===== config.mk =====
export PLATFORM = sky130hd
export DESIGN_NAME = frame_word_packer_flat
export DESIGN_NICKNAME = d
export VERILOG_FILES = /design/src/rtl/frame_word_packer_if.sv /design/src/rtl/frame_word_packer.sv /design/src/flat_wrapper.sv
export SDC_FILE = /design/constraint.sdc
export NUM_CORES = 2
export LEC_CHECK = 0
export ABC_AREA = 1
export CAP_MARGIN = 20
export CELL_PAD_IN_SITES_DETAIL_PLACEMENT = 0
export CELL_PAD_IN_SITES_GLOBAL_PLACEMENT = 1
export CORE_MARGIN = 3
export CORE_UTILIZATION = 35
export CTS_CLUSTER_DIAMETER = 120
export DETAILED_ROUTE_END_ITERATION = 8
export PLACE_DENSITY_LB_ADDON = 0.1
export SYNTH_ARGS = -nofsm -noshare
export SYNTH_HDL_FRONTEND = slang
export SYNTH_SLANG_ARGS = --single-unit
export TNS_END_PERCENT = 1

===== constraint.sdc =====
create_clock -name clk -period 6.9 [get_ports clk]
set_input_delay 1.38 -clock clk [delete_from_list [all_inputs] [get_ports clk]]
set_output_delay 1.38 -clock clk [all_outputs]
set_load 0.05 [all_outputs]

===== src/rtl/frame_word_packer_if.sv =====
// frame_word_packer_if: ingress byte stream, FWFT word egress and status bundle for frame_word_packer
// Signals: rxd/rxd_v (byte in), out_data/out_keep/out_sof/out_eof/out_valid/out_ready (word out),
//          frame_cnt/drop_cnt/busy (status). master = producer/consumer side, slave = packer side.
interface frame_word_packer_if;
    logic [7:0]  rxd;
    logic        rxd_v;
    logic [31:0] out_data;
    logic [3:0]  out_keep;
    logic        out_sof;
    logic        out_eof;
    logic        out_valid;
    logic        out_ready;
    logic [31:0] frame_cnt;
    logic [15:0] drop_cnt;
    logic        busy;
    modport master (
        output rxd, rxd_v, out_ready,
        input  out_data, out_keep, out_sof, out_eof, out_valid, frame_cnt, drop_cnt, busy
    );
    modport slave (
        input  rxd, rxd_v, out_ready,
        output out_data, out_keep, out_sof, out_eof, out_valid, frame_cnt, drop_cnt, busy
    );
endinterface


===== src/rtl/frame_word_packer.sv =====
// frame_word_packer: packs each rxd_v byte run little-endian into 32-bit words and releases only legal frames
// Ports: clk, rst (synchronous, active high); bus (slave modport): rxd/rxd_v ingress bytes,
//        out_* first-word-fall-through word egress, frame_cnt (wraps), drop_cnt (saturates), busy.
// Build option: define FRAME_SUM_EN to check the last byte of each frame as the mod-256 sum of the others.
module frame_word_packer #(
    parameter int FIFO_DEPTH = 64,
    parameter int MIN_LEN    = 4,
    parameter int MAX_LEN    = 255
) (
    input logic clk,
    input logic rst,
    frame_word_packer_if.slave bus
);
    localparam int AW = $clog2(FIFO_DEPTH);
    localparam int LW = $clog2(MAX_LEN + 2);
    localparam logic [1:0] IDLE = 2'd0;
    localparam logic [1:0] RECV = 2'd1;
    localparam logic [1:0] DROP = 2'd2;

    // entry layout: {data[31:0], keep[3:0], sof, eof}
    logic [37:0]   mem_q [FIFO_DEPTH];
    logic [1:0]    state_q, state_d;
    logic [AW:0]   wr_ptr_q, wr_ptr_d, cmt_ptr_q, cmt_ptr_d, rd_ptr_q, rd_ptr_d;
    logic [1:0]    lane_q, lane_d;
    logic [23:0]   word_q, word_d;
    logic [LW-1:0] len_q, len_d;
    logic          first_q, first_d;
    logic [31:0]   frame_cnt_q, frame_cnt_d;
    logic [15:0]   drop_cnt_q, drop_cnt_d;
    logic          valid, full, bad_sum, we;
    logic [37:0]   rd_e, wdata;
    logic [AW-1:0] waddr, prev_a;
    logic [LW-1:0] len_inc;
    logic [15:0]   drop_inc;
    logic [3:0]    keep;

    assign valid    = rd_ptr_q != cmt_ptr_q;
    assign rd_e     = mem_q[rd_ptr_q[AW-1:0]];
    assign prev_a   = wr_ptr_q[AW-1:0] - AW'(1);
    assign full     = (wr_ptr_q - rd_ptr_q) == (AW+1)'(FIFO_DEPTH);
    assign len_inc  = (len_q == LW'(MAX_LEN + 1)) ? len_q : len_q + LW'(1);
    assign drop_inc = (drop_cnt_q == 16'hFFFF) ? drop_cnt_q : drop_cnt_q + 16'd1;
    assign keep     = (lane_q == 2'd1) ? 4'h1 : (lane_q == 2'd2) ? 4'h3 : 4'h7;

    // memory contents are never reset, so the egress bus is forced to zero when nothing is committed
    assign bus.out_valid = valid;
    assign bus.out_data  = valid ? rd_e[37:6] : 32'h0;
    assign bus.out_keep  = valid ? rd_e[5:2] : 4'h0;
    assign bus.out_sof   = valid & rd_e[1];
    assign bus.out_eof   = valid & rd_e[0];
    assign bus.frame_cnt = frame_cnt_q;
    assign bus.drop_cnt  = drop_cnt_q;
    assign bus.busy      = state_q != IDLE;

`ifdef FRAME_SUM_EN
    // sum_q trails one byte behind so that at end of frame it excludes the checksum byte held in last_q
    logic [7:0] sum_q, last_q;
    always_ff @(posedge clk) begin
        if (rst) begin
            sum_q  <= 8'h00;
            last_q <= 8'h00;
        end else if (bus.rxd_v) begin
            sum_q  <= (state_q == IDLE) ? 8'h00 : sum_q + last_q;
            last_q <= bus.rxd;
        end
    end
    assign bad_sum = sum_q != last_q;
`else
    assign bad_sum = 1'b0;
`endif

    always_comb begin
        state_d     = state_q;
        wr_ptr_d    = wr_ptr_q;
        cmt_ptr_d   = cmt_ptr_q;
        rd_ptr_d    = (valid && bus.out_ready) ? rd_ptr_q + (AW+1)'(1) : rd_ptr_q;
        lane_d      = lane_q;
        word_d      = word_q;
        len_d       = len_q;
        first_d     = first_q;
        frame_cnt_d = frame_cnt_q;
        drop_cnt_d  = drop_cnt_q;
        we          = 1'b0;
        waddr       = wr_ptr_q[AW-1:0];
        wdata       = {bus.rxd, word_q, 4'hF, first_q, 1'b0};
        case (state_q)
            IDLE: begin
                if (bus.rxd_v) begin
                    word_d   = {16'h0, bus.rxd};
                    lane_d   = 2'd1;
                    len_d    = LW'(1);
                    first_d  = 1'b1;
                    wr_ptr_d = cmt_ptr_q;
                    state_d  = RECV;
                end
            end
            RECV: begin
                if (bus.rxd_v) begin
                    len_d = len_inc;
                    if (lane_q == 2'd3) begin
                        we       = !full;
                        wr_ptr_d = full ? wr_ptr_q : wr_ptr_q + (AW+1)'(1);
                        first_d  = 1'b0;
                        word_d   = 24'h0;
                        lane_d   = 2'd0;
                    end else begin
                        word_d = (lane_q == 2'd0) ? {16'h0, bus.rxd} :
                                 (lane_q == 2'd1) ? {8'h0, bus.rxd, word_q[7:0]} : {bus.rxd, word_q[15:0]};
                        lane_d = lane_q + 2'd1;
                    end
                    if ((lane_q == 2'd3 && full) || len_inc > LW'(MAX_LEN))
                        state_d = DROP;
                end else if (len_q < LW'(MIN_LEN) || (lane_q != 2'd0 && full) || bad_sum) begin
                    wr_ptr_d   = cmt_ptr_q;
                    drop_cnt_d = drop_inc;
                    state_d    = IDLE;
                end else begin
                    we = 1'b1;
                    if (lane_q != 2'd0) begin
                        wdata     = {8'h0, word_q, keep, first_q, 1'b1};
                        wr_ptr_d  = wr_ptr_q + (AW+1)'(1);
                        cmt_ptr_d = wr_ptr_q + (AW+1)'(1);
                    end else begin
                        // frame ended on a word boundary: mark the already written last word as eof
                        waddr     = prev_a;
                        wdata     = {mem_q[prev_a][37:1], 1'b1};
                        cmt_ptr_d = wr_ptr_q;
                    end
                    frame_cnt_d = frame_cnt_q + 32'd1;
                    state_d     = IDLE;
                end
            end
            DROP: begin
                if (!bus.rxd_v) begin
                    wr_ptr_d   = cmt_ptr_q;
                    drop_cnt_d = drop_inc;
                    state_d    = IDLE;
                end
            end
            default: state_d = IDLE;
        endcase
    end

    always_ff @(posedge clk) begin
        if (rst) begin
            state_q     <= IDLE;
            wr_ptr_q    <= '0;
            cmt_ptr_q   <= '0;
            rd_ptr_q    <= '0;
            lane_q      <= 2'd0;
            word_q      <= 24'h0;
            len_q       <= '0;
            first_q     <= 1'b0;
            frame_cnt_q <= 32'h0;
            drop_cnt_q  <= 16'h0;
        end else begin
            state_q     <= state_d;
            wr_ptr_q    <= wr_ptr_d;
            cmt_ptr_q   <= cmt_ptr_d;
            rd_ptr_q    <= rd_ptr_d;
            lane_q      <= lane_d;
            word_q      <= word_d;
            len_q       <= len_d;
            first_q     <= first_d;
            frame_cnt_q <= frame_cnt_d;
            drop_cnt_q  <= drop_cnt_d;
        end
    end

    always_ff @(posedge clk) begin
        if (we)
            mem_q[waddr] <= wdata;
    end
endmodule

===== src/flat_wrapper.sv =====
// flat-port wrapper written by rule: the top's interface ports become plain ports
module frame_word_packer_flat 
#(
    parameter int FIFO_DEPTH = 64,
    parameter int MIN_LEN    = 4,
    parameter int MAX_LEN    = 255
)
  (clk, rst, bus_rxd, bus_rxd_v, bus_out_ready, bus_out_data, bus_out_keep, bus_out_sof, bus_out_eof, bus_out_valid, bus_frame_cnt, bus_drop_cnt, bus_busy);
  frame_word_packer_if bus_i ();
  input logic clk;
  input logic rst;
  input wire logic [$bits(bus_i.rxd)-1:0] bus_rxd;
  input wire logic [$bits(bus_i.rxd_v)-1:0] bus_rxd_v;
  input wire logic [$bits(bus_i.out_ready)-1:0] bus_out_ready;
  output wire logic [$bits(bus_i.out_data)-1:0] bus_out_data;
  output wire logic [$bits(bus_i.out_keep)-1:0] bus_out_keep;
  output wire logic [$bits(bus_i.out_sof)-1:0] bus_out_sof;
  output wire logic [$bits(bus_i.out_eof)-1:0] bus_out_eof;
  output wire logic [$bits(bus_i.out_valid)-1:0] bus_out_valid;
  output wire logic [$bits(bus_i.frame_cnt)-1:0] bus_frame_cnt;
  output wire logic [$bits(bus_i.drop_cnt)-1:0] bus_drop_cnt;
  output wire logic [$bits(bus_i.busy)-1:0] bus_busy;
  assign bus_i.rxd = bus_rxd;
  assign bus_i.rxd_v = bus_rxd_v;
  assign bus_i.out_ready = bus_out_ready;
  assign bus_out_data = bus_i.out_data;
  assign bus_out_keep = bus_i.out_keep;
  assign bus_out_sof = bus_i.out_sof;
  assign bus_out_eof = bus_i.out_eof;
  assign bus_out_valid = bus_i.out_valid;
  assign bus_frame_cnt = bus_i.frame_cnt;
  assign bus_drop_cnt = bus_i.drop_cnt;
  assign bus_busy = bus_i.busy;
  frame_word_packer #(.FIFO_DEPTH(FIFO_DEPTH), .MIN_LEN(MIN_LEN), .MAX_LEN(MAX_LEN)) u_core (.clk(clk), .rst(rst), .bus(bus_i));
endmodule

==> metrics.cfg <==
[run_status]
status = complete, no violations

[logic_synthesis]
ys_types = 43
synth_top_cell_area_share_pct = 58.2
yosys-top-cells-count = nand2_1 (3449), edfxtp_1 (2432), nand3_1 (2386)
yosys-top-cells-area = edfxtp_1 (58%), nand2_1 (10%), nand3_1 (9.5%)
syn_area_per_cell_um2 = 9.12
synth_most_common_cell = nand2_1
yosys.area.top_type = edfxtp_1
ys_seq_area_share_pct = 60.0
ys.flop_type = edfxtp_1
synth_warnings = 0
synth_cells = 13800
synth_seq_cells = 2545
synth_area_um2 = 125000
mappedNetlistNets = 13800
synth_edf_count = 2432
synthArstFlopShare_pct = 0

[critical_path]
worstSetupPathType = reg -> out
crit_required_ns = 5.52
cp_slowest_cell = clkdlybuf4s50_1
critical-path-top-delay-family = buffers and inverters
path_cells = inv_8 > buf_12 > buf_4 > nand2_1 > nand3_1 > nand3_1 > nand2_1 > nand2_1 > nand3_1 > nand3_1 > a21oi_1 > clkdlybuf4s50_1
cpPeakStageDelay_ns = 0.92
crit_path_start_kind = flip-flop
crit_fanout = 97
end_kind = output pin
cp_data_arrival_time_ns = 5.22
critPathBufInv = 4
cp_common_cell = nand3_1

[global_routing]
grt_pass1_wl_um = 818000
antenna_found_initial = 26
grt_usage_pct = 31.2
grt_start_max_net_pins = 187
overflow = 0
grt_pass1_vias = 106000

[drt]
first_pass_iters = 7
ant_nets = 0
drt_wl_total_um = 592000
drc = 0
wl_per_cell_um = 32.0
viasPerCell = 6.07
via_count = 112000
drtIter0Drc = 15800

[floorplan]
die_h_um = 605
die-area_um2 = 366000
core_um2 = 356000
die_w_um = 605
core.rowCount = 219
start_util_pct = 35.2
io_pins = 100

[layout]
syn_to_final_growth_pct = 13.7
drive_above_1_share_pct = 7.25
fin_nets = 13500
post-route-util_pct = 40.0

[power_and_ir_drop]
power_frac_comb_pct = 21.8
power_w = 0.0420
p_seq_share_pct = 40.3
p_per_area_nw_per_um2 = 294
vdd_ir_drop_max_v = 0.000202
switching_power_w = 0.0136
intPower_w = 0.0283
switching_share_pct = 32.5
power_leakage_nw = 50.8
clockPowerShare_pct = 37.9

[timing]
whs_ns = 0.465
rsz0062_at_grt = no
finalMaxSlewViolations = 0
tightest_slew_ns = 1.20
fin_skew_ns = 0.0518
period_minus_slack_ns = 6.60
setup_tns_ns = 0
finalCritPeriodShare_pct = 95.6
hold_viol_final = 0
relSlewSlack_pct = 20.0
setup_viol = 0
fmax_ghz = 0.152

[clocking]
clkSlewWorstSetupHoldPaths_ns = 0.06
clock-sinks = 2545
cts_made_buffers = 307
cts_setup_buffers = 0
ctsRootBufferMaster = clkbuf_16
cts.repair.resized = 0
clockBufferDepth = 4
tritoncts = built
h-tree-depth = 5
hold_buffers = 0
clkLatencyLatePin_ns = 0.94

[placement]
place.gp.congestion = 0.862
hpwl_um = 318000
portBuffers = 99

[flow_run]
maxCapViolCount = 0

[min_path]
min_path_type = reg -> reg

[worst paths after layout]
path / start / endpoint / slack [ns] / depth (start not counted)
worst max-delay path: flip-flop / bus_out_data[3] / 0.30 / 12
worst min-delay path: u_core.word_q[4] / u_core.word_q[4] / 0.46 / 2
worst max register to register: u_core.wr_ptr_q[1] / u_core.mem_q[9][15] / 1.39 / 13
worst min register to register: u_core.word_q[4] / u_core.word_q[4] / 0.46 / 2
[stage by stage]
| stage | setup slack, ns | instances | cell area [µm²] |
|---|---|---|---|
| final | 0.304 | 18500 | 143000 |
| after global routing | 0.146 | 18500 | 143000 |
| after CTS | 0.282 | 18500 | 143000 |
| after detailed placement | 1.31 | 17900 | 133000 |
| after global placement | 1.28 | 17900 | 133000 |
| after floorplan | 2.11 | 13800 | 125000 |
[layout by cell type, fill, tap and decap left out, types with 8 or more instances in the layout]
cell / count
nand2_1: 3445
edfxtp_1: 2432
nand3_1: 2360
nor2_1: 1489
o21ai_0: 1414
o22ai_1: 621
clkbuf_16: 319
buf_4: 294
a21oi_1: 283
inv_1: 189
buf_12: 129
dfxtp_1: 106
clkdlybuf4s50_1: 69
clkinv_1: 65
clkbuf_1: 61
clkinv_2: 54
xor2_1: 42
o211ai_1: 37
nor2_4: 37
inv_4: 30
nand3_2: 29
o31ai_1: 19
bufinv_16: 19
ha_1: 16
xnor2_1: 15
nor3_1: 15
nand4_1: 14
inv_2: 12
inv_6: 10
clkinvlp_4: 10
diode_2: 9
inv_8: 8
[cell type report]
type / instances / area (µm²)
fillers: 34600 / 214000
flip-flops and latches: 2545 / 75300
multi-input cells: 9891 / 45300
clock buffers: 381 / 8230
well taps: 4751 / 5940
repair buffers: 493 / 5510
clock inverters: 160 / 1330
inverters: 245 / 1060
diodes: 9 / 22.5
[power groups by stage]
stage | Clock [W] | Sequential, W | Combinational (W)
after floorplan | 0 | 0.0172 | 0.00524
after global placement | 0 | 0.0172 | 0.00897
after detailed placement | 0 | 0.0172 | 0.00899
after CTS | 0.0161 | 0.0169 | 0.00901
after global routing | 0.0168 | 0.0169 | 0.00972
final | 0.0159 | 0.0169 | 0.00915
[state kept, by name (all words and copies together) (netlist names), named ones only]
name	cells
u_core.mem_q	2432
u_core.bus.frame_cnt	32
u_core.bus.drop_cnt	16
u_core.cmt_ptr_q	7
u_core.first_q	1
u_core.lane_q	2
u_core.state_q	2
u_core.len_q	9
u_core.wr_ptr_q	7
u_core.word_q	24
u_core.rd_ptr_q	7
[metal layers]
| metal | wire length, µm | vias up | share of wire, % | track usage, % |
|---|---|---|---|---|
| li1 | - | 47900 | - | - |
| met2 | 261000 | 7048 | 44 | 47.9 |
| met1 | 239000 | 55800 | 40 | 42.2 |
| met5 | 40 | - | 0.0068 | 0 |
| met4 | 33300 | 6 | 5.6 | 15.9 |
| met3 | 57900 | 1381 | 9.8 | 5.88 |
[worst min-delay path: stages (launching register included)]
cell	delay (ns)
dfxtp_1	0.31
nand2_1	0.06
a21oi_1	0.05
[cell families after synthesis]
group | share of synthesized area (%)
mux | 0.0160
compound gates | 10.3
flops | 60.0
fa+ha+maj | 0.170
buf+inv | 4.33
xor+xnor | 0.451
simple gates | 24.7
(Power assumes the default switching activity.)
